### config.mk
export PLATFORM = sky130hd
export DESIGN_NAME = fetch_unit_flat
export DESIGN_NICKNAME = d
export VERILOG_FILES = /design/src/rtl/core_pkg.sv /design/src/rtl/fetch_unit_if.sv /design/src/rtl/fetch_buffer.sv /design/src/rtl/fetch_unit.sv /design/src/flat_wrapper.sv
export SDC_FILE = /design/constraint.sdc
export NUM_CORES = 1
export LEC_CHECK = 0
export CORE_ASPECT_RATIO = 1.1
export CORE_MARGIN = 2
export CORE_UTILIZATION = 54
export CTS_BUF_LIST = sky130_fd_sc_hd__clkbuf_8
export CTS_CLUSTER_SIZE = 20
export DETAILED_ROUTE_END_ITERATION = 8
export GPL_ROUTABILITY_DRIVEN = 0
export PLACE_DENSITY_LB_ADDON = 0.1
export SYNTH_ARGS = -nofsm -noshare
export SYNTH_HDL_FRONTEND = slang
export SYNTH_SLANG_ARGS = --single-unit
### constraint.sdc
create_clock -name clk -period 3.15 [get_ports clk]
set_clock_uncertainty 0.1 [all_clocks]
set_input_delay 0.4725 -clock clk [delete_from_list [all_inputs] [get_ports clk]]
set_output_delay 0.4725 -clock clk [all_outputs]
set_load 0.05 [all_outputs]
### src/rtl/core_pkg.sv
// Shared types and constants for the core front end.
package core_pkg;

  localparam int XLEN_DEFAULT = 32;
  localparam logic [31:0] INSTR_NOP = 32'h0000_0013;

  // RUN: nothing outstanding, WAIT: one fetch in flight, KILL: in-flight fetch to discard
  typedef enum logic [1:0] {
    RUN  = 2'd0,
    WAIT = 2'd1,
    KILL = 2'd2
  } fetch_state_e;

endpackage

### src/rtl/fetch_unit_if.sv
// Instruction-memory read port: request/accept handshake plus in-order read response.
interface fetch_unit_if #(
  parameter int XLEN = 32
);

  logic            req;
  logic [XLEN-1:0] addr;
  logic            ready;
  logic            rvalid;
  logic [31:0]     rdata;

  modport master (
    output req,
    output addr,
    input  ready,
    input  rvalid,
    input  rdata
  );

  modport slave (
    input  req,
    input  addr,
    output ready,
    output rvalid,
    output rdata
  );

endinterface

### src/rtl/fetch_buffer.sv
// Single-entry holding register for one fetched instruction, its PC and PC+4.
module fetch_buffer
  import core_pkg::*;
#(
  parameter int XLEN = 32
) (
  input  logic            clk,
  input  logic            rst,
  input  logic            wr_en,
  input  logic            consume,
  input  logic            flush,
  input  logic [XLEN-1:0] wr_pc,
  input  logic [31:0]     wr_instr,
  output logic            valid,
  output logic [XLEN-1:0] pc,
  output logic [31:0]     instr,
  output logic [XLEN-1:0] pc_plus4
);

  logic            valid_q;
  logic [XLEN-1:0] pc_q;
  logic [31:0]     instr_q;
  logic [XLEN-1:0] pc_plus4_q;

  // A write in the same edge as a consume wins, so back-to-back delivery never drops a slot
  always_ff @(posedge clk) begin
    if (rst || flush) begin
      valid_q <= 1'b0;
    end else if (wr_en) begin
      valid_q <= 1'b1;
    end else if (consume) begin
      valid_q <= 1'b0;
    end
  end

  always_ff @(posedge clk) begin
    if (rst) begin
      pc_q       <= '0;
      instr_q    <= INSTR_NOP;
      pc_plus4_q <= '0;
    end else if (wr_en && !flush) begin
      pc_q       <= wr_pc;
      instr_q    <= wr_instr;
      pc_plus4_q <= wr_pc + XLEN'(4);
    end
  end

  // Downstream sees a NOP bubble with zeroed PCs whenever the slot is empty
  assign valid    = valid_q;
  assign pc       = valid_q ? pc_q       : '0;
  assign instr    = valid_q ? instr_q    : INSTR_NOP;
  assign pc_plus4 = valid_q ? pc_plus4_q : '0;

endmodule

### src/rtl/fetch_unit.sv
// Instruction-fetch stage: owns the PC, issues word reads to instruction memory and
// hands one fetched instruction at a time to the IF/ID register.
module fetch_unit
  import core_pkg::*;
#(
  parameter int              XLEN     = XLEN_DEFAULT,
  parameter logic [XLEN-1:0] RESET_PC = '0
) (
  input  logic              clk,
  input  logic              rst,
  input  logic              stall_i,
  input  logic              redirect_i,
  input  logic [XLEN-1:0]   redirect_pc_i,
  fetch_unit_if.master      imem,
  output logic              if_valid_o,
  output logic [XLEN-1:0]   if_pc_o,
  output logic [31:0]       if_instr_o,
  output logic [XLEN-1:0]   if_pc_plus4_o
);

  fetch_state_e    state_q, state_d;
  logic [XLEN-1:0] pc_q;
  logic [XLEN-1:0] pend_pc_q;
  logic            buf_valid;
  logic            accept;
  logic            resp_write;
  logic            consume;

  // Issue only when the buffer will be empty after this edge, so a response always has room
  assign imem.req   = !rst && (state_q == RUN) && !redirect_i && (!buf_valid || !stall_i);
  assign imem.addr  = pc_q;
  assign accept     = imem.req && imem.ready;
  assign resp_write = (state_q == WAIT) && imem.rvalid && !redirect_i;
  assign consume    = buf_valid && !stall_i;

  always_comb begin
    state_d = state_q;
    case (state_q)
      RUN: begin
        if (accept) state_d = WAIT;
      end
      WAIT: begin
        if (imem.rvalid)     state_d = RUN;
        else if (redirect_i) state_d = KILL;
      end
      KILL: begin
        if (imem.rvalid) state_d = RUN;
      end
      default: state_d = RUN;
    endcase
  end

  always_ff @(posedge clk) begin
    if (rst) begin
      state_q   <= RUN;
      pc_q      <= RESET_PC;
      pend_pc_q <= '0;
    end else begin
      state_q <= state_d;
      if (redirect_i) begin
        pc_q <= redirect_pc_i & ~XLEN'(3);
      end else if (accept) begin
        pc_q <= pc_q + XLEN'(4);
      end
      if (accept) begin
        pend_pc_q <= pc_q;
      end
    end
  end

  fetch_buffer #(
    .XLEN(XLEN)
  ) u_buffer (
    .clk      (clk),
    .rst      (rst),
    .wr_en    (resp_write),
    .consume  (consume),
    .flush    (redirect_i),
    .wr_pc    (pend_pc_q),
    .wr_instr (imem.rdata),
    .valid    (buf_valid),
    .pc       (if_pc_o),
    .instr    (if_instr_o),
    .pc_plus4 (if_pc_plus4_o)
  );

  assign if_valid_o = buf_valid;

  // A response with nothing outstanding means the memory broke the in-order contract
  a_no_rvalid_in_run: assert property (@(posedge clk) disable iff (rst)
    !((state_q == RUN) && imem.rvalid));

endmodule

### src/flat_wrapper.sv
// flat-port wrapper written by rule: the top's interface ports become plain ports
module fetch_unit_flat import core_pkg::*;
#(
  parameter int              XLEN     = XLEN_DEFAULT,
  parameter logic [XLEN-1:0] RESET_PC = '0
)
  (clk, rst, stall_i, redirect_i, redirect_pc_i, if_valid_o, if_pc_o, if_instr_o, if_pc_plus4_o, imem_req, imem_addr, imem_ready, imem_rvalid, imem_rdata);
  fetch_unit_if #(.XLEN(XLEN)) imem_i ();
  input  logic clk;
  input  logic rst;
  input  logic stall_i;
  input  logic redirect_i;
  input  logic [XLEN-1:0] redirect_pc_i;
  output logic if_valid_o;
  output logic [XLEN-1:0] if_pc_o;
  output logic [31:0] if_instr_o;
  output logic [XLEN-1:0] if_pc_plus4_o;
  output wire logic [$bits(imem_i.req)-1:0] imem_req;
  output wire logic [$bits(imem_i.addr)-1:0] imem_addr;
  input wire logic [$bits(imem_i.ready)-1:0] imem_ready;
  input wire logic [$bits(imem_i.rvalid)-1:0] imem_rvalid;
  input wire logic [$bits(imem_i.rdata)-1:0] imem_rdata;
  assign imem_req = imem_i.req;
  assign imem_addr = imem_i.addr;
  assign imem_i.ready = imem_ready;
  assign imem_i.rvalid = imem_rvalid;
  assign imem_i.rdata = imem_rdata;
  fetch_unit #(.XLEN(XLEN), .RESET_PC(RESET_PC)) u_core (.clk(clk), .rst(rst), .stall_i(stall_i), .redirect_i(redirect_i), .redirect_pc_i(redirect_pc_i), .imem(imem_i), .if_valid_o(if_valid_o), .if_pc_o(if_pc_o), .if_instr_o(if_instr_o), .if_pc_plus4_o(if_pc_plus4_o));
endmodule
## Yosys cells after proc, flatten, opt, wreduce, memory -nomap -nowiden

Index checks and enable logic that the tools add are counted.

| operators by class | value |
|---|---|
| add/sub/neg operators | 2 |
| eq/ne operators | 5 |
| muxes and demuxes | 12 |
| reductions and logical operators | 19 |

Operator list:

| operator | count |
|---|---|
| $mux W32 | 5 |
| $add A32 B3 Y32 const B | 2 |
| $logic_and A1 B1 Y1 | 8 |
| $mux W2 | 4 |
| $pmux W2 S3 | 1 |
| $logic_not A1 Y1 | 4 |
| $reduce_bool A2 Y1 | 2 |
| $ne A3 B3 Y1 const B | 1 |
| $reduce_and A3 Y1 | 1 |
| $eq A2 B1 Y1 const B | 1 |
| $eq A2 B2 Y1 const B | 1 |
| $logic_not A2 Y1 | 1 |
| $logic_or A1 B1 Y1 | 2 |
| $mux W1 | 2 |
| $ne A2 B1 Y1 const B | 1 |
| $ne A2 B2 Y1 const B | 1 |
| $reduce_or A2 Y1 | 1 |

| storage, ports and cells | value |
|---|---|
| register bits after elaboration | 163 |
| input port bits | 70 |
| output and inout bits | 130 |
| logic and storage cells | 46 |

## Depth between registers and ports, before layout

Gate-level depths: netlist (run 1).

| logic depth | value |
|---|---|
| word-level depth | 7 |
| mapped depth | 7 |
| mapped depth without buffers | 6 |

## Hierarchy

A second synthesis (run 1) with hierarchy kept.

| second synthesis, totals | value |
|---|---|
| cell total of the unflattened synthesis | 947 |
| area, all modules | 7,452.1 sq um |

By module, submodules not included:

| module | times used | cells each | area an instance (sq um) | seq. area each (sq um) |
|---|---|---|---|---|
| fetch_buffer | 1 | 575 | 4,543.1 | 1,901.8 |
| fetch_unit | 1 | 372 | 2,909.0 | 1,241.2 |

## Worst setup path before layout (run 1)

No wires, ideal clock.

| path | value |
|---|---|
| path kind | input-to-output |
| start point | in rst |
| end point | out imem_req |
| data arrival time | 1,841 ps |
| data required time | 2,577 ps |
| slack | 736 ps |
| stages | 3 |
| buffers on the path | 1 |
| path through | clkbuf_1 or4_4 a21oi_1 |

| on the way | value |
|---|---|
| word-level cells in the longest chain between the ends | 4 |

RTL lines:

| what | line | RTL |
|---|---|---|
| from (decl) | flat_wrapper.sv:10 | `input logic rst;` |
| $logic_not A1 Y1 | fetch_unit.sv:30 | `assign imem.req = !rst && (state_q == RUN) && !redirect_i && (!buf_valid \|\| !stall_i);` |
| $logic_and A1 B1 Y1 (3 in a row) | fetch_unit.sv:30 |  |
| to (decl) | flat_wrapper.sv:18 | `output wire logic [$bits(imem_i.req)-1:0] imem_req;` |

No other way between the ends.

## Worst setup path after layout (run 1)

| path | value |
|---|---|
| start point | reg u_core.u_buffer.valid_q, in the netlist u_core.u_buffer.valid |
| end point | out if_pc_plus4_o[31] |

| on the way | value |
|---|---|
| word-level cells in the longest chain between the ends | 1 |

RTL lines:

| what | line | RTL |
|---|---|---|
| from (decl) | fetch_buffer.sv:20 | `logic valid_q;` |
| from (signal assigned) | fetch_buffer.sv:28 | `valid_q <= 1'b0;` |
| from (signal assigned) | fetch_buffer.sv:30 | `valid_q <= 1'b1;` |
| from (signal assigned) | fetch_buffer.sv:32 | `valid_q <= 1'b0;` |
| $mux W32 | fetch_buffer.sv:52 | `assign pc_plus4 = valid_q ? pc_plus4_q : '0;` |
| to (decl) | flat_wrapper.sv:17 | `output logic [XLEN-1:0] if_pc_plus4_o;` |

No other way between the ends.

==> metrics.cfg, run 1 <==
[outcome]
outcome = complete, no violations

[floorplanning]
die_y_microns = 126
initial_core_util = 0.555
ios = 200
die_w_microns = 115
design.core.area_sq_mm = 0.0133
dieArea_sq_mm = 0.0146
rows = 44

[finish]
layout-drive-gt1-share = 0.0655
final_common_cell = nand2_1
fin_nets = 1173
syn_to_final_growth_pct = 33.4
final_cell_mix = nand2_1 (221), clkdlybuf4s50_1 (189), dfxtp_1 (154)
stdcell_count = 1298
antenna_cells = 0
fillerInstances = 1088
fin_util = 0.740

[route]
via_per_inst = 5.37
drt_iter0_drc = 528
vias = 6976
wl_per_cell_microns = 14.2
routed_wl_mm = 18.4
firstDrtPassIters = 5
drc = 0
ant_nets = 0

[synthesis]
yosysSeqAreaShare = 0.422
ys.flop_type = dfxtp_1
synthArstFlopShare = 0
yosysUniqueCellTypes = 60
avgSynthCellArea_sq_um = 7.77
synth_edf_count = 0
synth_seq_cells = 155
yosys_warnings = 0
synth_cells = 947
syn_area_sq_mm = 0.00736

[clock_tree]
path_clk_slew_ns = 0.09
hold_buffers = 0
cts_inserted_buffers = 17
root_buffer = clkbuf_8
cts_max_level = 4
clkLatencyLatePin_ns = 0.45
cts_setup_buffers = 0
cts_resized = 0
cts.sinks = 155
cts_tree = built
clock_path_buffers = 2

[power_and_ir_drop]
finalPower_mw = 4.14
p_leak_nw = 3.32
p_int_mw = 3.07
p_switching_mw = 1.07
combPwrFrac = 0.103
peakVddDrop_uv = 300
pwr-share-clk = 0.397
seq_power_share = 0.500
powerDensity_mw_per_mm2 = 421
netSwitchingFraction = 0.258

[grt]
gr-usage-all-layers = 0.251
grtUsageMet2 = 0.386
grt_max_degree = 93
grt_busiest_layer = met2
grt_pass1_wl_mm = 29.9
grt_overflow_total = 0
first_global_vias = 6105
antenna_found_initial = 0
grtUsageMet3 = 0.0549
use_met1 = 0.355

[run]
maxCapViolCount = 0

[worst_setup_path]
critPathArrivalTime_ns = 2.22
required_ns = 2.58
cp_max_fo = 92
cp-start-kind = register
path_class = register to output port
ff2ff_setup_slack_ns = 0.91
end_kind = output port

[sta]
fin_ws_ns = 0.356
finalSetupTns_ns = 0
max_freq_ghz = 0.358
post-route-period-util = 0.887
min_period_ns = 2.79
slew_headroom = 0.411
worst_pin_slew_ns = 0.884
drv_slew = 0
finalSetupViolCount = 0
final_hold_viol_count = 0
rsz0062_at_grt = no

[place]
dp_slack_ns = 0.476
dpl.cell_count = 1266
dp_hpwl_mm = 12.4
io_buffers = 191

[min_path]
hold_path.class = register to register

kinds of logic after synthesis:
logic type                 Yosys count  synth area share
and+or+nand+nor                    469             0.320
buffers and inverters               85            0.0486
xor gates and xnor gates            32            0.0381
DFF                                155             0.422
muxes                                5           0.00816
AOI/OAI and AO/OA                  198             0.159
other                                1          0.000510
adders and majority gates            2           0.00340
synthesized netlist by cell type (6+ instances only):
cell | instances | area (sq um)
nand2_1 | 222 | 833
dfxtp_1 | 155 | 3100
a21oi_1 | 117 | 586
and2_1 | 93 | 582
clkbuf_1 | 58 | 218
nor2_1 | 47 | 176
a211oi_1 | 30 | 225
nand3_1 | 27 | 135
xor2_1 | 22 | 193
nand4_1 | 17 | 106
a31oi_1 | 13 | 81.3
nor3_1 | 11 | 55.1
inv_1 | 10 | 37.5
o21ai_0 | 10 | 50.1
xnor2_1 | 10 | 87.6
buf_4 | 8 | 60.1
and3_1 | 7 | 43.8
buf_2 | 7 | 35.0
nor4_1 | 7 | 43.8
or3_1 | 6 | 37.5
cell type report:
| cell class | instances | area, sq um | share of cell area |
|---|---|---|---|
| tap | 184 | 230 | 0.0235 |
| sequential | 155 | 3100 | 0.316 |
| timing repair buffer | 205 | 2070 | 0.211 |
| multi-input combinational | 712 | 3930 | 0.400 |
| clock buffer | 18 | 248 | 0.0252 |
| clock inverter | 14 | 195 | 0.0199 |
| inverter | 10 | 37.5 | 0.00382 |
registers in the layout, summed over array words and instances, names as in the netlist:
| name | flops |
|---|---|
| u_core.u_buffer.pc_q | 30 |
| u_core.imem.addr | 30 |
| u_core.u_buffer.instr_q | 32 |
| u_core.state_q | 2 |
| u_core.pend_pc_q | 30 |
| u_core.u_buffer.valid | 1 |
| u_core.u_buffer.pc_plus4_q | 30 |
power by group through the flow:
stage	Clock (mW)	Combinational, mW	Sequential [mW]
floorplan	0	0.184	2.17
global placement	0	0.422	2.11
detailed placement	0	0.425	2.11
CTS	1.67	0.426	2.06
global route	1.75	0.457	2.07
finish	1.64	0.427	2.07
per-stage QoR:
step                hold slack (ns)  instance area (sq um)
global route                  0.365                   9820
floorplan                     0.329                   7380
finish                        0.352                   9820
CTS                           0.354                   9820
detailed placement            0.342                   9370
global placement              0.337                   9370
final timing paths:
| path | depth (start not counted) | endpoint | startpoint |
|---|---|---|---|
| setup / recovery | 3 | if_pc_plus4_o[31] | u_core.u_buffer.valid$_SDFFE_PP0P_ |
| setup reg to reg | 6 | u_core.imem.addr[18]$_SDFFE_PP0P_ | u_core.state_q[0]$_SDFFE_PP0P_ |
| hold reg to reg | 2 | u_core.u_buffer.instr_q[22]$_SDFFE_PP0P_ | u_core.u_buffer.instr_q[22]$_SDFFE_PP0P_ |
| hold / removal | 2 | u_core.u_buffer.instr_q[22]$_SDFFE_PP0P_ | u_core.u_buffer.instr_q[22]$_SDFFE_PP0P_ |
per-layer routing:
| metal | wire (microns) | share of wire |
|---|---|---|
| met1 | 8610 | 0.47 |
| met2 | 8450 | 0.46 |
| met3 | 1050 | 0.057 |
| met4 | 333 | 0.018 |
| met5 | 0 | 0 |
worst max-delay path, stage by stage, from the launching register on:
cell and delay [ns]:
dfxtp_2 0.41, buf_12 0.28, and2_1 0.18, clkdlybuf4s50_1 0.88
(Power assumes the default switching activity.)
==> inputs of run 2 (changes only) <==
RECOVER_POWER = 25   (was not set)
==> run 2 against run 1 <==
Wire length is essentially flat. First-iteration DRC count shrank 4.7%. Sequential share of layout area grew 0.13 points. Highest routed layer unchanged.
==> metrics.cfg, run 2 (same netlist as run 1, synthesis figures left out) <==
[sta]
drv_slew = 0  ; unchanged
finalSetupViolCount = 0  ; unchanged
slew_headroom = 0.108  ; -0.302
rsz0062_at_grt = no
post-route-period-util = 0.890  ; +0.00288
max_freq_ghz = 0.357  ; -0.32%
worst_pin_slew_ns = 1.34  ; +0.454 ns
final_hold_viol_count = 0  ; unchanged
min_period_ns = 2.80  ; +0.00906 ns
finalSetupTns_ns = 0  ; unchanged

[power_and_ir_drop]
seq_power_share = 0.500  ; about the same
powerDensity_mw_per_mm2 = 422  ; +0.27%
p_leak_nw = 3.30  ; -0.59%
p_int_mw = 3.07  ; -0.12%
peakVddDrop_uv = 299  ; -0.12%
combPwrFrac = 0.102  ; about the same
pwr-share-clk = 0.397  ; about the same
finalPower_mw = 4.13  ; -0.13%
p_switching_mw = 1.06  ; -0.15%
netSwitchingFraction = 0.258  ; about the same

[worst_setup_path]
path_class = input pin to register
end_kind = register
cp_max_fo = 40  ; -57%
crit_path_cell_trace = dlygate4sd3_1 > buf_4 > nor4_1 > nand2_2 > clkbuf_2 > clkbuf_1 > a31oi_1 > o22ai_1
critPathBufInv = 4  ; +2
cp_slowest_cell = dlygate4sd3_1
cp_top_family = buffers and inverters
required_ns = 3.34  ; +0.76 ns
cp-start-kind = input pin
max_stage_delay_ns = 0.55  ; -0.33 ns
critPathArrivalTime_ns = 2.99  ; +0.77 ns

[clock_tree]
clock_path_buffers = 2  ; unchanged
root_buffer = clkbuf_8
cts_max_level = 4  ; unchanged
cts_tree = built
cts_setup_buffers = 0  ; unchanged
cts_inserted_buffers = 17  ; unchanged
cts.sinks = 155  ; unchanged
hold_buffers = 0  ; unchanged
clkLatencyLatePin_ns = 0.45  ; about the same
path_clk_slew_ns = 0.08  ; about the same
cts_resized = 0  ; unchanged

[place]
io_buffers = 191  ; unchanged
dp_hpwl_mm = 12.4  ; unchanged

[grt]
gr-usage-all-layers = 0.251  ; unchanged
grt_overflow_total = 0  ; unchanged
grt_pass1_wl_mm = 29.9  ; unchanged
grt_max_degree = 93  ; unchanged
first_global_vias = 6105  ; unchanged
antenna_found_initial = 0  ; unchanged

[finish]
antenna_cells = 0  ; unchanged
register_area_sq_mm = 0.00310  ; unchanged
fillerInstances = 1100  ; +1.1%
syn_to_final_growth_pct = 32.9
fin_nets = 1173  ; unchanged
final_common_cell = nand2_1
multi_input_area_sq_mm = 0.00392  ; -0.25%
regMostFlops = u_core.u_buffer.instr_q
final_cell_mix = nand2_1 (221), clkdlybuf4s50_1 (187), dfxtp_1 (154)
layout-drive-gt1-share = 0.0610  ; -0.00449
largest_reg_flops = 32  ; unchanged

[route]
wl_per_cell_microns = 14.2  ; about the same
vias = 6995  ; +0.27%
via_per_inst = 5.39  ; +0.27%
drt_iter0_drc = 503  ; -4.7%
ant_nets = 0  ; unchanged
firstDrtPassIters = 5  ; unchanged
routed_wl_mm = 18.4  ; about the same
drc = 0  ; unchanged

[floorplanning]
dieArea_sq_mm = 0.0146  ; unchanged
initial_core_util = 0.555  ; unchanged
rows = 44  ; unchanged
die_w_microns = 115  ; unchanged
design.core.area_sq_mm = 0.0133  ; unchanged
ios = 200  ; unchanged
die_y_microns = 126  ; unchanged

[min_path]
hold_path.class = register to register

[outcome]
outcome = complete, no violations

[run]
maxCapViolCount = 0  ; unchanged

-- run 2: changes by cell type in the layout (fill, tap and decap cells not counted), moves of 2 or more --
cell             previous run  this run
clkbuf_2                    0         2
dlygate4sd3_1               0         2
clkbuf_1                    0         3
clkdlybuf4s50_1           189       187
buf_4                      11         7
-- run 2: final timing paths --
check / start / to / cells past startpoint / slack, ns
worst max-delay path: redirect_i / u_core.imem.addr[25]$_SDFFE_PP0P_ / 8 / 0.35
worst min-delay path: u_core.u_buffer.instr_q[31]$_SDFFE_PP0P_ / u_core.u_buffer.instr_q[31]$_SDFFE_PP0P_ / 2 / 0.35
worst max register to register: u_core.state_q[0]$_SDFFE_PP0P_ / u_core.imem.addr[18]$_SDFFE_PP0P_ / 6 / 0.52
worst min register to register: u_core.u_buffer.instr_q[31]$_SDFFE_PP0P_ / u_core.u_buffer.instr_q[31]$_SDFFE_PP0P_ / 2 / 0.35
-- run 2: area by class of cell --
| type | instances | area share |
|---|---|---|
| clock inverter | 14 | 0.0200 |
| tap | 184 | 0.0235 |
| sequential | 155 | 0.317 |
| inverter | 10 | 0.00384 |
| clock buffer | 18 | 0.0253 |
| timing repair buffer | 205 | 0.209 |
| multi-input combinational | 712 | 0.401 |
-- run 2: per-layer routing --
layer	routed length [microns]	vias up	track usage
li1	-	3533	-
met1	8450	3200	0.355
met2	8460	238	0.386
met3	1170	24	0.0549
met4	352	0	0.0730
met5	0	-	0
-- run 2: worst register-to-register path, cell delays in order, from the launching register on --
cell	delay, ns
dfxtp_1	0.39
or4_1	0.62
nor2_4	0.39
clkbuf_1	0.53
nand3_1	0.21
a2bb2oi_1	0.18
a21oi_1	0.15
-- run 2: per-stage QoR --
stage	cell area [sq um]	util	cells	hold WS, ns	worst slack (ns)
2_1_floorplan	7380	-	952	0.329	0.736
3_3_place_gp	9370	0.707	1266	0.337	0.519
3_5_place_dp	9370	0.707	1266	0.342	0.476
4_1_cts	9820	0.740	1298	0.354	0.325
5_1_grt	9780	0.737	1298	0.365	0.147
6_report	9780	0.737	1298	0.352	0.347
-- run 2: power groups by stage --
stage                     clock network, mW  registers [mW]  logic [mW]
after floorplan                           0            2.17       0.184
after global placement                    0            2.11       0.422
after detailed placement                  0            2.11       0.425
after CTS                              1.67            2.06       0.426
after global routing                   1.75            2.07       0.453
final                                  1.64            2.07       0.423
==> inputs of run 3 (changes only) <==
CORE_MARGIN = not set   (was 2)
==> run 3 against run 2 <==
The flow now finishes with violations (max-capacitance violations, max-slew violations). Core utilization up 0.34 points. Die area down 3.3%. Clock-buffer cell count unchanged. Wire length about the same. Critical endpoint is now u_core.u_buffer.pc_q[8]$_SDFFE_PP0P_.
==> metrics.cfg, run 3 (same netlist as run 1, synthesis figures left out) <==
[route]
drt_iter0_drc = 578  ; +15%
ant_nets = 0  ; unchanged
via_per_inst = 5.38  ; -0.25%
drc = 0  ; unchanged
wl_per_cell_microns = 14.2  ; -0.10%
vias = 6983  ; -0.17%
firstDrtPassIters = 5  ; unchanged
routed_wl_mm = 18.4  ; about the same

[floorplanning]
dieArea_sq_mm = 0.0141  ; -3.3%
design.core.area_sq_mm = 0.0133  ; unchanged
rows = 44  ; unchanged
die_y_microns = 124  ; -1.6%
die_w_microns = 113  ; -1.7%
initial_core_util = 0.555  ; unchanged
ios = 200  ; unchanged

[finish]
final_cell_mix = nand2_1 (221), clkdlybuf4s50_1 (189), dfxtp_1 (154)
stdcell_count = 1299  ; +0.077%
fin_area_sq_mm = 0.00982  ; +0.46%
fillerInstances = 1065  ; -3.2%
syn_to_final_growth_pct = 33.5
largest_reg_flops = 32  ; unchanged
final_common_cell = nand2_1
fin_util = 0.740  ; +0.00339
layout-drive-gt1-share = 0.0619  ; +0.000842
regMostFlops = u_core.u_buffer.instr_q
antenna_cells = 0  ; unchanged
fin_nets = 1174  ; +0.085%

[clock_tree]
clkLatencyLatePin_ns = 0.44  ; about the same
root_buffer = clkbuf_8
clock_path_buffers = 2  ; unchanged
cts_max_level = 4  ; unchanged
cts.sinks = 155  ; unchanged
hold_buffers = 0  ; unchanged
path_clk_slew_ns = 0.08  ; about the same
cts_resized = 0  ; unchanged
cts_inserted_buffers = 17  ; unchanged
cts_setup_buffers = 0  ; unchanged
cts_tree = built

[sta]
rsz0062_at_grt = no
worst_pin_slew_ns = 2.01  ; +0.677 ns
max_freq_ghz = 0.359  ; +0.66%
finalSetupViolCount = 0  ; unchanged
min_period_ns = 2.79  ; -0.0183 ns
slew_headroom = -0.343  ; -0.451
post-route-period-util = 0.884  ; -0.00580
final_hold_viol_count = 0  ; unchanged
drv_slew = 133  ; +133
finalSetupTns_ns = 0  ; unchanged

[power_and_ir_drop]
powerDensity_mw_per_mm2 = 436  ; +3.3%
p_leak_nw = 3.33  ; +1.1%
peakVddDrop_uv = 251  ; -16%
finalPower_mw = 4.29  ; +3.8%

[run]
maxCapViolCount = 2  ; +2

[place]
dp_hpwl_mm = 12.5  ; +1.2%
dpl-instance-area_sq_mm = 0.00937  ; about the same
io_buffers = 191  ; unchanged
dpl.cell_count = 1267  ; +0.079%

[worst_setup_path]
path_class = input pin to register
required_ns = 3.39  ; +0.05 ns
critPathArrivalTime_ns = 3.03  ; +0.04 ns
end_kind = register
cp_max_fo = 29  ; -28%
cp-start-kind = input pin

[min_path]
hold_path.class = register to register

[outcome]
violations = max-capacitance violations, max-slew violations
outcome = complete, but fails checks

[grt]
antenna_found_initial = 0  ; unchanged
gr-usage-all-layers = 0.262  ; +0.0110
first_global_vias = 6152  ; +0.77%
grt_max_degree = 93  ; unchanged
grt_overflow_total = 0  ; unchanged
grt_pass1_wl_mm = 30.2  ; +0.97%

[run 3: changes by cell type in the layout (fill, tap and decap cells not counted), moves of 2 or more]
cell,before,now
clkdlybuf4s50_1,187,189
buf_4,7,9
bufinv_16,4,6
dlygate4sd3_1,2,0
clkinvlp_4,3,1
[run 3: power by group]
part | total, mW | internal (mW) | switching (mW)
Combinational | 0.423 | 0.176 | 0.248
Sequential | 2.07 | 2.00 | 0.0634
Clock | 1.80 | 1.05 | 0.747
[run 3: path summary, 6_finish.rpt]
check        depth (start not counted)                             startpoint                               endpoint  slack, ns
max                                  7                             redirect_i   u_core.u_buffer.pc_q[8]$_SDFFE_PP0P_       0.36
min                                  2  u_core.u_buffer.pc_q[22]$_SDFFE_PP0P_  u_core.u_buffer.pc_q[22]$_SDFFE_PP0P_       0.35
max reg2reg                          5         u_core.state_q[0]$_SDFFE_PP0P_       u_core.imem.addr[2]$_SDFFE_PP0P_       0.53
min reg2reg                          2  u_core.u_buffer.pc_q[22]$_SDFFE_PP0P_  u_core.u_buffer.pc_q[22]$_SDFFE_PP0P_       0.35
[run 3: per-layer routing]
| metal | wire length [microns] | share of wire | track usage |
|---|---|---|---|
| met1 | 8510 | 0.46 | 0.362 |
| met2 | 8500 | 0.46 | 0.403 |
| met3 | 1070 | 0.058 | 0.0569 |
| met4 | 342 | 0.019 | 0.0929 |
| met5 | 0 | 0 | 0 |
[run 3: metrics by stage]
stage / hold slack (ns) / setup slack, ns
floorplan: 0.329 / 0.736
global placement: 0.336 / 0.407
detailed placement: 0.342 / 0.328
CTS: 0.305 / 0.334
global route: 0.366 / 0.161
finish: 0.352 / 0.365
[run 3: area by class of cell]
type,count,area [sq um],area share
tap,184,230,0.0234
clock inverter,14,241,0.0246
multi-input combinational,712,3910,0.398
clock buffer,18,248,0.0252
timing repair buffer,206,2060,0.209
inverter,10,37.5,0.00382
sequential,155,3100,0.316
[run 3: critical path, cell delays in order]
cell and delay [ns]:
clkdlybuf4s50_1 0.43, buf_4 0.17, nor2_1 0.15, and3_1 0.92
clkbuf_1 0.59, nand2_1 0.15, a21oi_1 0.14
